[config.mk]
export PLATFORM = sky130hd
export DESIGN_NAME = digit8_count_ctrl
export DESIGN_NICKNAME = d
export VERILOG_FILES = /design/src/rtl/digit8_count_ctrl.sv
export SDC_FILE = /design/constraint.sdc
export NUM_CORES = 1
export LEC_CHECK = 0
export ABC_CLOCK_PERIOD_IN_PS = 3400
export CORE_MARGIN = 8
export CORE_UTILIZATION = 40
export DETAILED_ROUTE_END_ITERATION = 7
export PLACE_DENSITY = 0.62
export SKIP_LAST_GASP = 1
export SYNTH_ARGS = -nofsm -noshare
export SYNTH_HDL_FRONTEND = slang
export SYNTH_SLANG_ARGS = --single-unit
export TNS_END_PERCENT = 100
[constraint.sdc]
create_clock -name clk -period 3.4 [get_ports clk]
set_input_delay 0.51 -clock clk [delete_from_list [all_inputs] [get_ports clk]]
set_output_delay 0.51 -clock clk [all_outputs]
set_load 0.01 [all_outputs]
[src/rtl/digit8_count_ctrl.sv]
// Start/pause/clear controller for an 8-digit up/down counter driven by a tick prescaler.
// Optional lap/display-hold feature is enabled by defining DIGIT8_LAP_HOLD_EN.
module digit8_count_ctrl #(
  parameter logic [22:0] TICK_MAX = 23'd4_999_999,
  parameter logic [26:0] NUM_MAX  = 27'd9999_9999
) (
  input  logic        clk,
  input  logic        rst,
  input  logic        start_stop,
  input  logic        clear,
  input  logic        dir,
  input  logic        lap,
  output logic [26:0] count,
  output logic [26:0] num,
  output logic [1:0]  state,
  output logic        running,
  output logic        wrap,
  output logic        hold
);

  typedef enum logic [1:0] {
    IDLE  = 2'b00,
    RUN   = 2'b01,
    PAUSE = 2'b10,
    BAD   = 2'b11
  } state_t;

  state_t      state_q;
  logic [22:0] presc;
  logic        tick;

  // Next count value with wrap-around at both ends of 0..NUM_MAX.
  function automatic logic [26:0] count_step(input logic [26:0] c, input logic down);
    if (down)
      count_step = (c == 27'd0) ? NUM_MAX : c - 27'd1;
    else
      count_step = (c == NUM_MAX) ? 27'd0 : c + 27'd1;
  endfunction

  function automatic logic is_wrap(input logic [26:0] c, input logic down);
    is_wrap = down ? (c == 27'd0) : (c == NUM_MAX);
  endfunction

  assign tick    = (state_q == RUN) && (presc == TICK_MAX);
  assign state   = state_q;
  assign running = (state_q == RUN);

  always_ff @(posedge clk) begin
    if (rst) begin
      state_q <= IDLE;
      presc   <= 23'd0;
      count   <= 27'd0;
      wrap    <= 1'b0;
    end else begin
      wrap <= 1'b0;
      if (clear) begin
        state_q <= IDLE;
        presc   <= 23'd0;
        count   <= 27'd0;
      end else begin
        case (state_q)
          IDLE: begin
            presc <= 23'd0;
            count <= 27'd0;
            if (start_stop) state_q <= RUN;
          end
          RUN: begin
            // A pause request freezes the prescaler where it stands unless this is the tick.
            if (tick) begin
              presc <= 23'd0;
              count <= count_step(count, dir);
              wrap  <= is_wrap(count, dir);
            end else if (!start_stop) begin
              presc <= presc + 23'd1;
            end
            if (start_stop) state_q <= PAUSE;
          end
          PAUSE: begin
            if (start_stop) state_q <= RUN;
          end
          default: begin
            state_q <= IDLE;
            presc   <= 23'd0;
            count   <= 27'd0;
          end
        endcase
      end
    end
  end

`ifdef DIGIT8_LAP_HOLD_EN
  logic [26:0] num_cap;

  always_ff @(posedge clk) begin
    if (rst || clear) begin
      hold <= 1'b0;
    end else if (lap && (state_q == RUN || state_q == PAUSE)) begin
      if (!hold) begin
        num_cap <= count;
        hold    <= 1'b1;
      end else begin
        hold <= 1'b0;
      end
    end
  end

  assign num = hold ? num_cap : count;
`else
  assign hold = 1'b0;
  assign num  = count;
`endif

endmodule

==> qor.yml <==
setup_path:
  cp_slowest_stage_delay_ps: 650
  crit_required_ps: 3660
  end_kind: "flip-flop"
  cp.buffers_inverters: 0
  start_kind: "flip-flop"
  crit_chain: "ha_1 > nand3_1 > or4_1 > o211ai_2 > nand2_2 > or3_1 > a21oi_1"
  cp_top_family: "simple AND/OR/NAND/NOR gates"
  crit_type: "flip-flop to flip-flop"
  critPathArrivalTime_ps: 3110
  crit_fanout: 10
  cp_slowest_cell: "or4_1"
layout:
  multiInputGateArea_mm2: 0.00247
  drive_gt1_share_pct: 7.93
  antenna_cells: 0
  layout.nets: 551
  seqCellArea_mm2: 0.00106
  n_fill_cell: 978
  syn_to_final_growth_pct: 15.8
  final_cell_count_no_fill: 675
hold_path:
  holdCritPathClass: "flip-flop to flip-flop"
die:
  die_h_um: 115
  rows: 36
  initial_core_util_pct: 40.7
  die_w_um: 115
  dieArea_mm2: 0.0133
  boundaryPins: 65
  fp.coreArea_mm2: 0.00968
timing:
  tns_ps: 0
  holdWs_ps: 504
  setup_violations: 0
  rsz0062_at_grt: "false"
  max_freq_mhz: 351
  period_needed_ps: 2850
  finalMaxSlewViolations: 0
  hold_violations: 0
  clock_skew_ps: 9.55
  finalCritPeriodShare_pct: 83.9
  max_slew_margin_pct: 39.3
  worst_pin_slew_ps: 906
yosys:
  async_reset_ff_share_pct: 0
  synth_edf_count: 0
  synth_fp_nets: 533
  synth.avg_cell_area_um2: 7.54
  ys_types: 68
  synthCells: 523
  ys_seq_area_share_pct: 26.9
  synth_top_area_cell: "dfxtp_1"
  synth_flop_cell: "dfxtp_1"
  syn-cell-area_mm2: 0.00395
  yosysWarnings: 0
  synthTopCellsByArea: "dfxtp_1 27%, buf_4 5.3%, nor2_1 4.9%, nand4_1 4.4%, nand2_1 3.5%"
  synth_top_area_share_pct: 26.9
  synth_seq_cells: 53
power:
  swShare_pct: 27.5
  peakVddDrop_mv: 0.162
  clkPwrFrac_pct: 36.2
  comb_power_share_pct: 9.2
  p_switching_w: 0.000315
  p_int_w: 0.000832
  leakage_nw: 1.61
  seqPwrFrac_pct: 54.6
  power_density_mw_per_mm2: 251
  power_w: 0.00115
place:
  dp_cells: 667
  dpl.hpwl_mm: 8.72
  port_buffers: 62
  gp_congestion: 0.895
global_routing:
  grt_pass1_vias: 3720
  antenna_found_initial: 0
  grt_max_degree: 23
  grt-ovfl-total: 0
  grt_pass1_wl_mm: 19.5
  track_usage_pct: 18.1
clock_network:
  cts_hold_buf: 0
  clock_latency_ps: 320
  postCtsSetupRepairBufs: 0
  cts-root-buf: "clkbuf_8"
  tritoncts: "done"
  numCtsBuffers: 5
  cts_max_level: 2
  clk_pin_slew_ps: 110
  cts.repair.resized: 0
  clock_path_buffers: 2
  clock-sinks: 53
detailed_routing:
  vias: 4062
  drt_wl_total_mm: 12.0
  drt_drc_violations_left: 0
  viasPerCell: 6.02
  postRouteAntennaNets: 0
  dr.pass1.iters: 5
  wl_per_cell_um: 17.8
  drt-initial-drc-count: 262
job:
  maxCapViolCount: 0
status:
  outcome: "finished clean"
-- metrics by stage --
step	cell area [um2]	utilization, %	worst slack, ps
after floorplan	3950	-	893
after global placement	4470	46.1	624
after detailed placement	4470	46.1	547
after CTS	4570	47.2	575
after global routing	4570	47.2	379
final	4570	47.2	547
-- power groups by stage --
stage          registers (W)  logic [W]  clock network (W)
2_1_floorplan       0.000639  0.0000734                  0
3_3_place_gp        0.000641   0.000104                  0
3_5_place_dp        0.000641   0.000105                  0
4_1_cts             0.000627   0.000106           0.000423
5_1_grt             0.000627   0.000116           0.000448
6_report            0.000627   0.000106           0.000415
-- cell families (layout without fill, tap and decap cells) --
kind of cell             count (synthesis)  count (layout)  share of synthesized area (%)
AO/OA/AOI/OAI                          114             114                           20.6
flip-flops                              53              53                           26.9
buffers and inverters                   76              95                           10.5
adder cells (fa/ha/maj)                  4               4                           1.27
other                                    1               1                         0.0951
multiplexers                             3               3                          0.793
AND/OR/NAND/NOR                        250             250                           35.0
XOR/XNOR                                22              22                           4.88
-- layout make-up --
| class | count | area share (%) |
|---|---|---|
| sequential | 53 | 23.2 |
| timing repair buffer | 77 | 16.1 |
| clock inverter | 2 | 0.356 |
| inverter | 10 | 0.822 |
| multi-input combinational | 394 | 54.1 |
| clock buffer | 6 | 1.81 |
| tap | 133 | 3.64 |
-- worst paths after layout --
kind,from,end,slack (ps),cells after the start
worst min register to register,presc[21]$_SDFFE_PP0P_,presc[21]$_SDFFE_PP0P_,500,1
worst max register to register,presc[0]$_SDFFE_PP0P_,presc[13]$_SDFFE_PP0P_,550,7
worst min-delay path,presc[21]$_SDFFE_PP0P_,presc[21]$_SDFFE_PP0P_,500,1
worst max-delay path,presc[0]$_SDFFE_PP0P_,presc[13]$_SDFFE_PP0P_,550,7
-- state kept, by name, indices dropped and copies added (netlist names) --
signal and cells:
state 2, count 27, wrap 1, presc 23
-- layout by cell type, fill, tap and decap left out, types with 9 or more instances in the layout --
| cell | count |
|---|---|
| a21oi_1 | 22 |
| a221oi_1 | 9 |
| clkdlybuf4s50_1 | 62 |
| a31oi_1 | 11 |
| nand3_1 | 22 |
| buf_4 | 15 |
| nand4_1 | 28 |
| o21ai_0 | 27 |
| nor2_1 | 51 |
| nand2_1 | 37 |
| inv_1 | 10 |
| dfxtp_1 | 53 |
| xor2_1 | 15 |
| or4_1 | 9 |
| and3_1 | 16 |
| nor3_1 | 25 |
| nor4_1 | 17 |
-- cell usage after synthesis, types with 2 or more instances --
cell type and n:
and3_1 16, or3b_2 2, nand4_1 28, o21ai_0 27
and4_1 8, or2_2 4, nor2_1 51, or3_1 4
nand3_1 22, a21oi_1 22, xor2_1 15, nand4b_1 2
nand2_1 37, o22ai_1 2, inv_1 10, nor4_1 17
ha_1 4, or4_4 2, nor3_1 25, or4b_2 2
nand2b_1 4, a21o_1 8, mux2i_1 2, a311oi_1 3
buf_6 2, or4_1 9, clkbuf_1 29, dfxtp_1 53
a221oi_1 9, xnor2_1 7, buf_2 7, o211ai_1 5
nor4b_1 5, a31oi_1 11, and2_1 2, nor3b_1 4
o31ai_1 4, o21a_1 2, buf_4 28
-- worst reg2reg max path: stages, from the launching register on --
cell      delay (ps)
dfxtp_1          400
ha_1             210
nand3_1          240
or4_1            650
o211ai_2         510
nand2_2          250
or3_1            400
a21oi_1          130
-- layer usage --
metal / up-vias / part of all wire [%] / global-route usage, % / wire length [um]
li1: 1979 / - / - / -
met1: 1933 / 43 / 22.6 / 5210
met2: 133 / 49 / 31.8 / 5880
met3: 17 / 6.4 / 2.57 / 774
met4: 0 / 1.4 / 4.47 / 173
met5: - / 0 / 0 / 0
Power figures use the tool's default switching activity.
